==> src/rtl/kvaz_multi.sv <==
// kvaz_multi: bank of NUM_DISKS RAM-disk control registers sitting on CPU I/O
// ports. Each disk maps part of the CPU address space (and optionally the
// stack) onto its own group of four SDRAM pages. Control writes go into a
// shadow register and, when DEFER=1, take effect only at the next opcode
// fetch, so code that reprograms a disk keeps running from the old mapping
// until its current instruction finishes.
module kvaz_multi #(
    parameter int         NUM_DISKS = 4,
    parameter logic [7:0] PORT_BASE = 8'h10,
    parameter int         BA_W      = 5,
    parameter bit         DEFER     = 1'b1
) (
    input  logic                 clk,
    input  logic                 reset,
    input  logic                 clke,
    input  logic                 port_wr,
    input  logic [7:0]           port_addr,
    input  logic [7:0]           data_in,
    input  logic [15:0]          address,
    input  logic                 stack,
    input  logic                 memrd,
    input  logic                 memwr,
    input  logic                 m1,
    output logic [BA_W-1:0]      bigram_addr,
    output logic                 blk_n,
    output logic [NUM_DISKS-1:0] pending,
    output logic [7:0]           conflict_cnt
);

    // Control register layout:
    // [1:0] ram page, [3:2] stack page, [4] stack_on, [5] ram_on,
    // [6] window 8000-9FFF enable, [7] window E000-FFFF enable.
    logic [7:0]           shadow    [NUM_DISKS];
    logic [7:0]           committed [NUM_DISKS];
    logic [NUM_DISKS-1:0] pending_r;
    logic [NUM_DISKS-1:0] wr_hit;
    logic [NUM_DISKS-1:0] ram_claim;
    logic [NUM_DISKS-1:0] stack_claim;
    logic [NUM_DISKS-1:0] claim_any;
    logic [3:0]           n_claims;
    logic                 win_found;
    logic [3:0]           win_idx;
    logic [1:0]           win_page;
    logic [5:0]           page_sum;
    logic [2:0]           top;
    logic                 access;
    logic                 commit;
    logic [7:0]           cnt_r;
    logic                 unused_addr;

    assign top         = address[15:13];
    assign access      = memrd | memwr;
    assign commit      = clke & m1;
    assign pending     = pending_r;
    assign conflict_cnt = cnt_r;
    // Low address bits never take part in window decoding.
    assign unused_addr = ^address[12:0];

    // Port decode: one strobe per disk, ports beyond the last disk match nothing.
    always_comb begin
        wr_hit = '0;
        for (int i = 0; i < NUM_DISKS; i++)
            wr_hit[i] = clke & port_wr & (port_addr == PORT_BASE + 8'(i));
    end

    // Shadow/committed register update; a write in the same edge as a commit
    // refreshes the shadow and keeps that disk pending for the next fetch.
    always_ff @(posedge clk) begin
        if (reset) begin
            for (int i = 0; i < NUM_DISKS; i++) begin
                shadow[i]    <= 8'h00;
                committed[i] <= 8'h00;
            end
            pending_r <= '0;
        end else begin
            for (int i = 0; i < NUM_DISKS; i++) begin
                if (wr_hit[i]) begin
                    shadow[i] <= data_in;
                    if (DEFER)
                        pending_r[i] <= 1'b1;
                    else
                        committed[i] <= data_in;
                end else if (DEFER && commit && pending_r[i]) begin
                    committed[i] <= shadow[i];
                    pending_r[i] <= 1'b0;
                end
            end
        end
    end

    // Per-disk claims from the committed registers.
    always_comb begin
        ram_claim   = '0;
        stack_claim = '0;
        for (int i = 0; i < NUM_DISKS; i++) begin
            ram_claim[i] = committed[i][5] &
                           ((top == 3'b101) | (top == 3'b110) |
                            ((top == 3'b100) & committed[i][6]) |
                            ((top == 3'b111) & committed[i][7]));
            stack_claim[i] = committed[i][4] & stack;
        end
        claim_any = ram_claim | stack_claim;
    end

    // Winner selection: stack claims beat ram claims, lowest index wins.
    always_comb begin
        win_found = 1'b0;
        win_idx   = 4'd0;
        win_page  = 2'd0;
        if (|stack_claim) begin
            for (int i = NUM_DISKS - 1; i >= 0; i--) begin
                if (stack_claim[i]) begin
                    win_found = 1'b1;
                    win_idx   = 4'(i);
                    win_page  = committed[i][3:2];
                end
            end
        end else begin
            for (int i = NUM_DISKS - 1; i >= 0; i--) begin
                if (ram_claim[i]) begin
                    win_found = 1'b1;
                    win_idx   = 4'(i);
                    win_page  = committed[i][1:0];
                end
            end
        end
    end

    // SDRAM page output: page 0 is main RAM, disk d owns pages 1+4d .. 4+4d.
    always_comb begin
        page_sum    = 6'd1 + {win_idx, 2'b00} + {4'd0, win_page};
        bigram_addr = '0;
        blk_n       = 1'b1;
        if (access && win_found) begin
            bigram_addr = BA_W'(page_sum);
            blk_n       = 1'b0;
        end
    end

    // Count of disks claiming the current access.
    always_comb begin
        n_claims = 4'd0;
        for (int i = 0; i < NUM_DISKS; i++)
            n_claims = n_claims + 4'(claim_any[i]);
    end

    // Saturating conflict counter for accesses claimed by more than one disk.
    always_ff @(posedge clk) begin
        if (reset)
            cnt_r <= 8'd0;
        else if (clke && access && (n_claims >= 4'd2) && (cnt_r != 8'hFF))
            cnt_r <= cnt_r + 8'd1;
    end

endmodule
==> config.mk <==
export PLATFORM = sky130hd
export DESIGN_NAME = kvaz_multi
export DESIGN_NICKNAME = d
export VERILOG_FILES = /design/src/rtl/kvaz_multi.sv
export SDC_FILE = /design/constraint.sdc
export NUM_CORES = 1
export LEC_CHECK = 0
export BUFFER_PORTS_ARGS = -buffer_cell sky130_fd_sc_hd__buf_2
export CORE_ASPECT_RATIO = 0.9
export CORE_MARGIN = 4
export CORE_UTILIZATION = 50
export DETAILED_ROUTE_END_ITERATION = 12
export PLACE_DENSITY = 0.78
export SYNTH_ARGS = -nofsm -noshare
export SYNTH_HDL_FRONTEND = slang
export SYNTH_SLANG_ARGS = --single-unit
==> constraint.sdc <==
create_clock -name clk -period 6 [get_ports clk]
set_clock_uncertainty 0.05 [all_clocks]
set_input_delay 0.3 -clock clk [delete_from_list [all_inputs] [get_ports clk]]
set_output_delay 0.3 -clock clk [all_outputs]
set_load 0.01 [all_outputs]
## Word-level counts from Yosys, hierarchy flattened

Memory sizes are Yosys's and may differ from the RTL's.
Cells that the tools add are included.

| cells by class | value |
|---|---|
| bitwise operators | 41 |
| muxes and demuxes | 75 |
| add/subtract/negate cells | 6 |
| reduce and logical (&&, ||, !) cells | 13 |
| equality and inequality tests | 9 |
| $lt $le $gt $ge | 1 |

Operators by type and width:

| kind | number |
|---|---|
| $mux 8 | 8 |
| $mux 1 | 48 |
| $eq 8x5->1 const B | 4 |
| $mux 2 | 13 |
| $and 1x1->1 | 22 |
| $or 1x1->1 | 18 |
| $mux 3 | 5 |
| $eq 3x3->1 const B | 4 |
| $add 8x1->8 const B | 1 |
| $logic_and 1x1->1 | 8 |
| $ne 8x8->1 const B | 1 |
| $reduce_bool 2->1 | 4 |
| $add 1x5->5 const A | 1 |
| $add 5x2->5 | 1 |
| $mux 5 | 1 |
| $add 3x1->4 | 1 |
| $ge 4x2->1 const B | 1 |
| $or 4x4->4 | 1 |
| $reduce_or 4->1 | 1 |
| $add 2x1->3 | 1 |
| $add 1x1->2 | 1 |

| storage, ports and cells | value |
|---|---|
| memory bits (writable) | 64 |
| bits of input ports | 40 |
| register bits | 12 |
| memories kept | 2 |

Memory list:

| name | words | bits a word | rd ports | clocked after memory_dff | write ports | RTL line | source |
|---|---|---|---|---|---|---|---|
| committed | 4 | 8 | 4 | 0 | 4 | 34 | `logic [7:0] committed [NUM_DISKS];` |
| shadow | 4 | 8 | 4 | 0 | 4 | 33 | `logic [7:0] shadow [NUM_DISKS];` |

## Depth between registers and ports, before layout

Gate-level depths: netlist (run 1).

| logic depth | value |
|---|---|
| word-level depth | 13 |
| mapped depth | 9 |
| gate-level depth less buffers | 8 |

## Worst setup path after synthesis (run 1)

Ideal clock, no wire load.

| timing path | value |
|---|---|
| path type | input to register |
| from | in address[14] |
| to | reg cnt_r[5], in the netlist conflict_cnt[5] |
| cell stages on the path | 8 |
| arrival time | 2.157 ns |
| setup slack | 3.666 ns |
| cell sequence | or3_4 -> and4_4 -> a21oi_1 -> fa_1 -> o21ai_1 -> nand4b_1 -> xor2_1 -> nor2_1 |

| between the ends | value |
|---|---|
| longest elaborated chain between the ends | 12 |
| elaborated cells between the ends (all ways) | 32 |

RTL lines:

| what | RTL line | source |
|---|---|---|
| start, declared | 19 | `input logic [15:0] address,` |
| $eq 3x3->1, on equally long branches | 97, 98 |  |
| $or 1x1->1 / $and 1x1->1 (equally long branches) | 97, 98 |  |
| $or 1x1->1 | 97 | `((top == 3'b101) \| (top == 3'b110) \|` |
| $or 1x1->1 | 98 | `((top == 3'b100) & committed[i][6]) \|` |
| $and 1x1->1 | 96 | `ram_claim[i] = committed[i][5] &` |
| $or 4x4->4 (*) | 102 | `claim_any = ram_claim \| stack_claim;` |
| $add 1x1->2 | 144 | `n_claims = n_claims + 4'(claim_any[i]);` |
| $add 2x1->3 | 144 |  |
| $add 3x1->4 (*) | 144 |  |
| $ge 4x2->1 (*) | 151 | `else if (clke && access && (n_claims >= 4'd2) && (cnt_r != 8'hFF))` |
| $logic_and 1x1->1 (*) (2 in series) | 151 |  |
| end signal, assigned | 152 | `cnt_r <= cnt_r + 8'd1;` |
| end, declared | 48 | `logic [7:0] cnt_r;` |

Mark *: on every way between the ends. The rest lies on a longest branch, timed or not.
A chain may end at the register's enable or synchronous reset.

==> results of run 1 <==
power by group:
group	leakage (nW)	internal (mW)	switching, mW	total (mW)
combinational	0.788	0.0276	0.0459	0.0735
sequential	0.732	0.589	0.00765	0.596
clock	0.110	0.236	0.185	0.422
total	1.63	0.852	0.239	1.09
flip-flops by register name, summed over array words and instances, names as in the netlist:
| name | count |
|---|---|
| committed | 32 |
| conflict_cnt | 8 |
| shadow | 32 |
| pending | 4 |
cells by family (layout without fill, tap and decap cells):
| group | after synthesis | count (layout) |
|---|---|---|
| AO/OA/AOI/OAI | 42 | 42 |
| adder cells (fa/ha/maj) | 3 | 3 |
| multiplexers | 1 | 1 |
| XOR/XNOR | 8 | 8 |
| AND/OR/NAND/NOR | 145 | 145 |
| flip-flops | 76 | 76 |
| buffers and inverters | 11 | 65 |
worst max-delay path: cells and delay by family (launching register included):
kind                     cells  cell delay [ps]
XOR/XNOR                     1              150
adder cells (fa/ha/maj)      1              200
buffers and inverters        1              140
flip-flops                   1              550
AND/OR/NAND/NOR              2              110
AO/OA/AOI/OAI                3             1060
worst min path at each step:
stage                           end  cells after the start  slack (ps)             from
floorplan           committed[0][0]                      1         450     shadow[0][0]
global placement    conflict_cnt[1]                      2         420  conflict_cnt[1]
detailed placement       pending[0]                      1         440       pending[0]
CTS                    shadow[2][3]                      2         220       data_in[3]
global route           shadow[1][3]                      2         230       data_in[3]
finish                 shadow[1][7]                      2         240       data_in[7]
cell usage after synthesis (3+ instances only):
master,instances,area (um2)
a21o_1,4,30.03
a21oi_1,7,35.03
a41o_1,4,40.04
and2_1,69,431.7
and3_1,8,50.05
clkbuf_1,6,22.52
dfxtp_1,12,240.2
edfxtp_1,64,1922
inv_1,5,18.77
nand2_1,10,37.54
nand2b_1,5,31.28
nand3_1,4,20.02
nand3b_1,3,22.52
nand4_1,6,37.54
nor2_1,20,75.07
nor3_1,5,25.02
o21ai_0,7,35.03
or3_1,3,18.77
xor2_1,7,61.31
final cells by class:
type	count	area (um2)	share of cell area
Clock buffer	9	123.9	0.03066
Inverter	5	18.77	0.004645
Clock inverter	7	98.84	0.02447
Sequential cell	76	2162	0.5351
Tap cell	90	112.6	0.02787
Timing Repair Buffer	44	220.2	0.05451
Multi-Input combinational cell	199	1304	0.3227
per-stage QoR:
step | utilization | hold WS [ps] | std cells
finish | 0.6038 | 237.9 | 430
global placement | 0.5705 | 422.3 | 414
floorplan | - | 446.7 | 286
global route | 0.6038 | 232.2 | 430
detailed placement | 0.5705 | 438.0 | 414
CTS | 0.6038 | 220.6 | 430
per-layer routing:
layer / GRT usage / up-vias / part of all wire
met1: 0.2076 / 1127 / 0.40
met5: 0 / - / 0
met4: 0.09173 / 0 / 0.032
li1: - / 1153 / -
met3: 0.05445 / 21 / 0.089
met2: 0.3097 / 90 / 0.48
==> impl_metrics.csv, run 1 <==
group,metric,value,unit
die,die-height,87.46,um
yosys,synth.cell_area,3507,um2
yosys,synth_flop_cell,"edfxtp_1",
global_route,grt_pass1_wl,11.27,mm
place,place_ws,3211,ps
clock_tree,clockBufferDepth,2,
drt,routed_wl,7.104,mm
worst_setup_path,slowest_delay,580,ps
sta,fin_setup_tns,0,ps
yosys,seq_area_frac_synth,0.6165,
place,placed_area,3817,um2
layout,final_cell_mix,"and2_1, edfxtp_1, buf_2",
flow_run,max_cap_viol_count,0,
clock_tree,path_clk_slew,80,ps
worst_setup_path,crit_start,"committed[1][4]",
worst_setup_path,endpoint_kind,"output port",
clock_tree,clk_latency,340,ps
drt,dr_total_vias,2391,
sta,fin_crit_sh,0.4829,
yosys,synthMuxAreaShare,0.002854,
sta,max_freq,345.1,MHz
pwr,p_per_area,270.1,nW/um2
clock_tree,root_buffer,"clkbuf_8",
worst_setup_path,crit_path_frequent_cell,"nor2_1",
clock_tree,post_cts.repair.setup_buffers,0,
worst_setup_path,path_class,"reg -> out",
drt,drt_iter0_drc,91,
sta,setup_ws,3102,ps
yosys,synthArstFlopShare,0,
drt,wl_per_cell,16.52,um
layout,area_delta_synth_final,15.20,%
drt,first_pass_iters,4,
layout,antenna_cells,0,
clock_tree,ctsHoldBuffers,0,
worst_setup_path,path_cells,"o41a_1, a311oi_1, a22o_1, nor2_1, ha_1, xnor2_1, nor2_1, buf_2",
global_route,overflow,0,
sta,worst_slew_pin_slew,610.3,ps
sta,finalSetupViolCount,0,
yosys,synth_top_family_by_area,"simple AND/OR/NAND/NOR gates",
drt,viasPerCell,5.560,
die,num_io_pins,58,
place,hpwl,5.231,mm
sta,final.min_clock_period,2898,ps
pwr,finalPower,1.091,mW
outcome,status,"finished clean",
yosys,ys_seq_elements,76,
yosys,ys_warn_count,0,
layout,fill_cells,558,
yosys,synth_compound_area_frac,0.09169,
pwr,ir_drop,0.1371,mV
global_route,grt_pass1_vias,2395,
worst_setup_path,worst_r2r_path_depth,8,
yosys,synthAdderAreaFrac,0.01284,
global_route,antenna_found_initial,0,
die,core_area,6691,um2
worst_setup_path,crit_path_start_kind,"flop",
worst_setup_path,critical_path_arrival,2550,ps
layout,drive_gt1_frac,0.1912,
yosys,syn_inst,286,
clock_tree,cts_sinks,76,
worst_setup_path,required,5650,ps
layout,final_cell_area,4040,um2
worst_hold_path,min_path_type,"in -> reg",
clock_tree,htreeDepth,3,
global_route,grt_start_max_net_pins,23,
yosys,synth-xor-area-share,0.01998,
yosys,synth_edf_count,64,
die,dieArea,8420,um2
die,die_w,96.28,um
die,rows,28,
yosys,ys_types,50,
yosys,synth_area_per_cell,12.26,um2
worst_setup_path,slowest_stage,"o41a_1",
sta,finalHoldViolCount,0,
worst_setup_path,endpoint,"bigram_addr[2]",
sta,relSlewSlack,0.5912,
global_route,gr-usage-all-layers,0.1826,
clock_tree,cts_tree,"built",
worst_setup_path,r2r_start,"committed[1][7]",
layout,final_nets,378,
clock_tree,ctsResizeCount,0,
drt,ant_nets,0,
place,gp_congestion,0.9037,
worst_setup_path,rrSetupSlack,3320,ps
worst_setup_path,r2r-end,"conflict_cnt[7]",
sta,rsz0062_at_grt,"false",
layout,final_common_cell,"and2_1",
yosys,yosys.area_share.simple,0.2444,
clock_tree,cts_buffers,9,
place,port_buffers,44,
die,start_util,0.5241,
drt,drc,0,
yosys,syn_nets,329,
worst_setup_path,worstPathMaxFanout,9,
sta,drv_slew,0,
pwr,p_leak,1.630,nW
Note: power is estimated with default switching activity, not from simulation.
==> inputs of run 2 (changes only) <==
- PLACE_DENSITY: 0.78 -> 0.81
- clock period: 6 -> 2.58 ns (I/O delays scaled with it)
==> run 2 against run 1 <==
Net effect: core utilization is 2.6 points higher; critical path type unchanged; critical path depth is 1 lower; largest power group unchanged; critical endpoint is now bigram_addr[3]; via count grew 2.0%.
==> impl_metrics.csv, run 2 (same netlist as run 1, synthesis figures left out) <==
group,metric,value,unit
worst_hold_path,hold_start,"data_in[6]",
sta,relSlewSlack,0.6059,
die,dieArea,8420,um2
sta,finalHoldViolCount,0,
clock_tree,cts_sinks,76,
drt,wl_per_cell,16.07,um
layout,area_delta_synth_final,20.12,%
drt,routed_wl,7.101,mm
worst_hold_path,min_path_type,"in -> reg",
sta,drv_slew,0,
sta,final.min_clock_period,2538,ps
worst_setup_path,slowest_delay,540,ps
worst_setup_path,r2r-end,"conflict_cnt[5]",
die,die-height,87.46,um
worst_setup_path,path_cells,"or3_4, and4_4, or4_4, o22ai_4, or2_1, mux2i_1, buf_2",
worst_setup_path,endpoint_kind,"output port",
worst_setup_path,critical_path_arrival,2360,ps
sta,rsz0062_at_grt,"true",
place,placed_area,3840,um2
layout,final_common_cell,"and2_1",
layout,antenna_cells,0,
worst_setup_path,path_class,"reg -> out",
worst_setup_path,r2r_start,"committed[0][6]",
layout,final_nets,391,
place,hpwl,5.238,mm
sta,max_freq,394.1,MHz
pwr,p_per_area,623.9,nW/um2
sta,setup_ws,42.27,ps
global_route,grt_pass1_vias,2320,
drt,drc,0,
clock_tree,root_buffer,"clkbuf_8",
worst_hold_path,worst_hold_path.endpoint,"shadow[3][6]",
layout,final_cell_area,4213,um2
place,port_buffers,44,
clock_tree,clockBufferDepth,2,
clock_tree,htreeDepth,3,
sta,fin_crit_sh,0.9836,
clock_tree,clk_latency,330,ps
pwr,p_leak,1.704,nW
drt,first_pass_iters,4,
global_route,grt_start_max_net_pins,23,
flow_run,max_cap_viol_count,0,
clock_tree,cts_tree,"built",
drt,ant_nets,0,
die,start_util,0.5241,
pwr,ir_drop,0.3812,mV
place,place_ws,223.2,ps
clock_tree,cts_buffers,9,
worst_setup_path,worst_r2r_path_depth,9,
layout,drive_gt1_frac,0.2301,
place,gp_congestion,0.8964,
worst_setup_path,crit_path_start_kind,"flop",
worst_setup_path,rrSetupSlack,220,ps
drt,dr_total_vias,2438,
worst_setup_path,worstPathMaxFanout,5,
global_route,gr-usage-all-layers,0.1797,
clock_tree,ctsHoldBuffers,0,
die,rows,28,
clock_tree,path_clk_slew,70,ps
global_route,grt_pass1_wl,11.07,mm
drt,drt_iter0_drc,136,
sta,finalSetupViolCount,0,
die,core_area,6691,um2
die,num_io_pins,58,
worst_setup_path,slowest_stage,"or4_4",
global_route,antenna_found_initial,0,
sta,worst_slew_pin_slew,588.4,ps
die,die_w,96.28,um
outcome,status,"finished clean",
drt,viasPerCell,5.516,
global_route,overflow,0,
layout,final_cell_mix,"and2_1, edfxtp_1, buf_2",
worst_hold_path,hold_depth,2,
worst_setup_path,required,2400,ps
run 2: per-layer routing:
metal	vias to the layer above	GRT usage	wire, um	part of all wire
met5	-	0	0	0
met4	0	0.05297	85	0.012
met3	11	0.06137	577	0.081
met2	101	0.3047	3477	0.49
met1	1157	0.2159	2961	0.42
li1	1169	-	-	-
run 2: worst max-delay path by stage:
stage / endpoint / start / depth (start not counted) / slack, ps
final: bigram_addr[3] / committed[0][6] / 7 / 40
after global routing: bigram_addr[3] / committed[2][6] / 7 / -80
after CTS: bigram_addr[2] / committed[1][4] / 8 / 6
after detailed placement: conflict_cnt[5] / address[14] / 10 / 220
after global placement: conflict_cnt[7] / address[14] / 10 / 290
after floorplan: conflict_cnt[5] / committed[0][6] / 8 / 250
run 2: area by class of cell:
class	count	area [um2]
inverter	5	18.77
tap	90	112.6
timing repair buffer	57	317.8
multi-input combinational	199	1373
clock inverter	5	101.3
fill	538	2479
clock buffer	10	127.6
sequential	76	2162
run 2: stage by stage:
| stage | power [mW] | util | cells | hold WS [ps] | TNS [ps] |
|---|---|---|---|---|---|
| final | 2.628 | 0.6296 | 442 | 82.13 | 0 |
| after detailed placement | 1.588 | 0.5739 | 417 | 421.4 | 0 |
| after floorplan | 1.509 | - | 286 | 276.9 | 0 |
| after global placement | 1.580 | 0.5739 | 417 | 423.3 | 0 |
| after CTS | 2.624 | 0.6114 | 435 | 53.19 | 0 |
| after global routing | 2.736 | 0.6296 | 442 | 53.73 | -242.3 |
run 2: timing repair:
action                                  4_1_cts  5_1_grt
pin swaps                                     0       10
endpoints found under the setup margin        4        4
buffers inserted                              3        7
resized for setup                             0       12
run 2: power by group:
| group | total, mW | switching [mW] | leakage (nW) | internal (mW) |
|---|---|---|---|---|
| Combinational | 0.208 | 0.121 | 0.863 | 0.0870 |
| Clock | 1.04 | 0.401 | 0.110 | 0.634 |
| Sequential | 1.38 | 0.0149 | 0.732 | 1.37 |
run 2: critical path: cells and delay by family, from the launching register on:
| family | cells | cell delay [ps] |
|---|---|---|
| compound gates | 1 | 180 |
| buf+inv | 1 | 140 |
| flops | 1 | 360 |
| simple gates | 4 | 1280 |
| mux | 1 | 70 |
==> inputs of run 3 (changes only) <==
--- a/config.mk
+++ b/config.mk
@@ -11,5 +11,5 @@
 export CORE_UTILIZATION = 50
 export DETAILED_ROUTE_END_ITERATION = 12
-export PLACE_DENSITY = 0.81
+export PLACE_DENSITY = 0.78
 export SYNTH_ARGS = -nofsm -noshare
 export SYNTH_HDL_FRONTEND = slang
==> constraint.sdc (replaced) <==
create_clock -name clk -period 3 [get_ports clk]
set_clock_uncertainty 0.05 [all_clocks]
set_input_delay 0.6 -clock clk [delete_from_list [all_inputs] [get_ports clk]]
set_output_delay 0.6 -clock clk [all_outputs]
set_load 0.01 [all_outputs]
==> run 3 against run 2 <==
Net effect: the flow now finishes with violations (setup timing); non-clock buffer count grew 14; cell count is 3.4% higher; register-to-register slack better by 330 ps; core utilization is 2.1 points higher; critical path depth up 6; sequential power decreased by 14%; sequential cell count stayed put; sequential share of layout area is 1.7 points lower; final area grew 3.4%; via count is 0.74% higher; critical path type is now in -> out.
==> impl_metrics.csv, run 3 (same netlist as run 1, synthesis figures left out) <==
group,metric,value,unit
outcome,status,"complete, but fails checks",
outcome,violations,"setup timing",
layout,fill_cells,508,
sta,final.min_clock_period,3042,ps
layout,final_common_cell,"and2_1",
drt,drc,0,
drt,wl_per_cell,16.00,um
place,dp.cells,429,
clock_tree,clockBufferDepth,2,
drt,viasPerCell,5.374,
global_route,grt_start_max_net_pins,23,
sta,worst_slew_pin_slew,626.0,ps
place,gp_congestion,0.9584,
clock_tree,cts_sinks,76,
worst_setup_path,crit_path_start_kind,"primary input",
sta,finalHoldViolCount,0,
die,die-height,87.46,um
drt,routed_wl,7.311,mm
sta,fin_setup_tns,-97.02,ps
pwr,p_per_area,494.8,nW/um2
worst_hold_path,min_path_type,"reg -> reg",
layout,layoutNonFillerInstCount,457,
pwr,p_leak,1.780,nW
drt,ant_nets,0,
sta,finalSetupViolCount,3,
worst_setup_path,worstPathMaxFanout,6,
die,dieArea,8420,um2
sta,max_freq,328.8,MHz
worst_setup_path,endpoint_kind,"output port",
die,die_w,96.28,um
global_route,grt_pass1_vias,2458,
global_route,overflow,0,
place,placed_area,3930,um2
drt,first_pass_iters,4,
worst_setup_path,required,2350,ps
layout,final_nets,405,
layout,multi_input_area,1405,um2
layout,regArea,2162,um2
die,start_util,0.5241,
clock_tree,ctsHoldBuffers,0,
sta,drv_slew,0,
sta,setup_ws,-41.80,ps
worst_setup_path,path_class,"in -> out",
pwr,ir_drop,0.3120,mV
clock_tree,root_buffer,"clkbuf_8",
global_route,grt_pass1_wl,11.72,mm
die,rows,28,
sta,rsz0062_at_grt,"true",
global_route,gr-usage-all-layers,0.1880,
worst_setup_path,critical_path_arrival,2390,ps
layout,drive_gt1_frac,0.2861,
clock_tree,path_clk_slew,80,ps
place,hpwl,5.243,mm
sta,relSlewSlack,0.5807,
sta,fin_crit_sh,1.014,
clock_tree,htreeDepth,3,
layout,final_cell_mix,"and2_1, edfxtp_1, buf_2",
clock_tree,clk_latency,340,ps
place,port_buffers,44,
drt,drt_iter0_drc,134,
layout,antenna_cells,0,
global_route,antenna_found_initial,0,
layout,area_delta_synth_final,24.19,%
flow_run,max_cap_viol_count,0,
clock_tree,cts_tree,"built",
die,core_area,6691,um2
clock_tree,cts_buffers,9,
die,num_io_pins,58,
place,place_ws,-86.87,ps
layout,final_cell_area,4355,um2
drt,dr_total_vias,2456,
==> run 3: cell type report <==
type                       instances  area share
clock buffer                       9     0.02844
clock inverter                     7     0.01724
inverter                           5    0.004309
multi-input combinational        199      0.3226
sequential                        76      0.4964
tap                               90     0.02585
timing repair buffer              71      0.1051
==> run 3: worst paths after layout <==
check | startpoint | end | slack, ps | cells past startpoint
setup reg to reg | committed[3][6] | conflict_cnt[4] | 550 | 12
hold reg to reg | conflict_cnt[1] | conflict_cnt[1] | 450 | 2
setup / recovery | address[14] | bigram_addr[1] | -40 | 13
hold / removal | conflict_cnt[1] | conflict_cnt[1] | 450 | 2
==> run 3: critical path, stage by stage <==
cell and delay [ps]:
buf_8 110, buf_6 120, nor3_4 170, a311oi_2 80, buf_4 170, buf_4 120, a311oi_2 240, a22o_1 230
nor2_4 60, ha_4 260, inv_2 30, nor2_1 80, buf_2 130
==> run 3: metal layers <==
layer,wire [um],part of all wire,up-vias,GRT usage
met4,91,0.012,0,0.06589
met1,2905,0.40,1148,0.2198
met5,0,0,-,0
met2,3713,0.51,88,0.3279
li1,-,-,1211,-
met3,601,0.082,9,0.05359
==> run 3: repair_timing <==
item	4_1_cts	5_1_grt
gates resized for setup	24	9
pin swaps	16	14
buffers inserted	11	1
endpoints found under the setup margin	5	5
hold endpoints to repair	0	0
==> run 3: power by group <==
part | switching, mW | internal (mW) | total (mW)
registers | 0.0132 | 1.18 | 1.19
clock network | 0.371 | 0.387 | 0.758
logic | 0.112 | 0.0940 | 0.206
total | 0.497 | 1.66 | 2.16
==> run 3: through the flow <==
step	hold WS, ps	util	power, mW
2_1_floorplan	446.7	-	1.298
3_3_place_gp	423.4	0.5873	1.371
3_5_place_dp	431.8	0.5873	1.378
4_1_cts	442.9	0.6445	2.156
5_1_grt	465.8	0.6509	2.232
6_report	445.5	0.6509	2.155
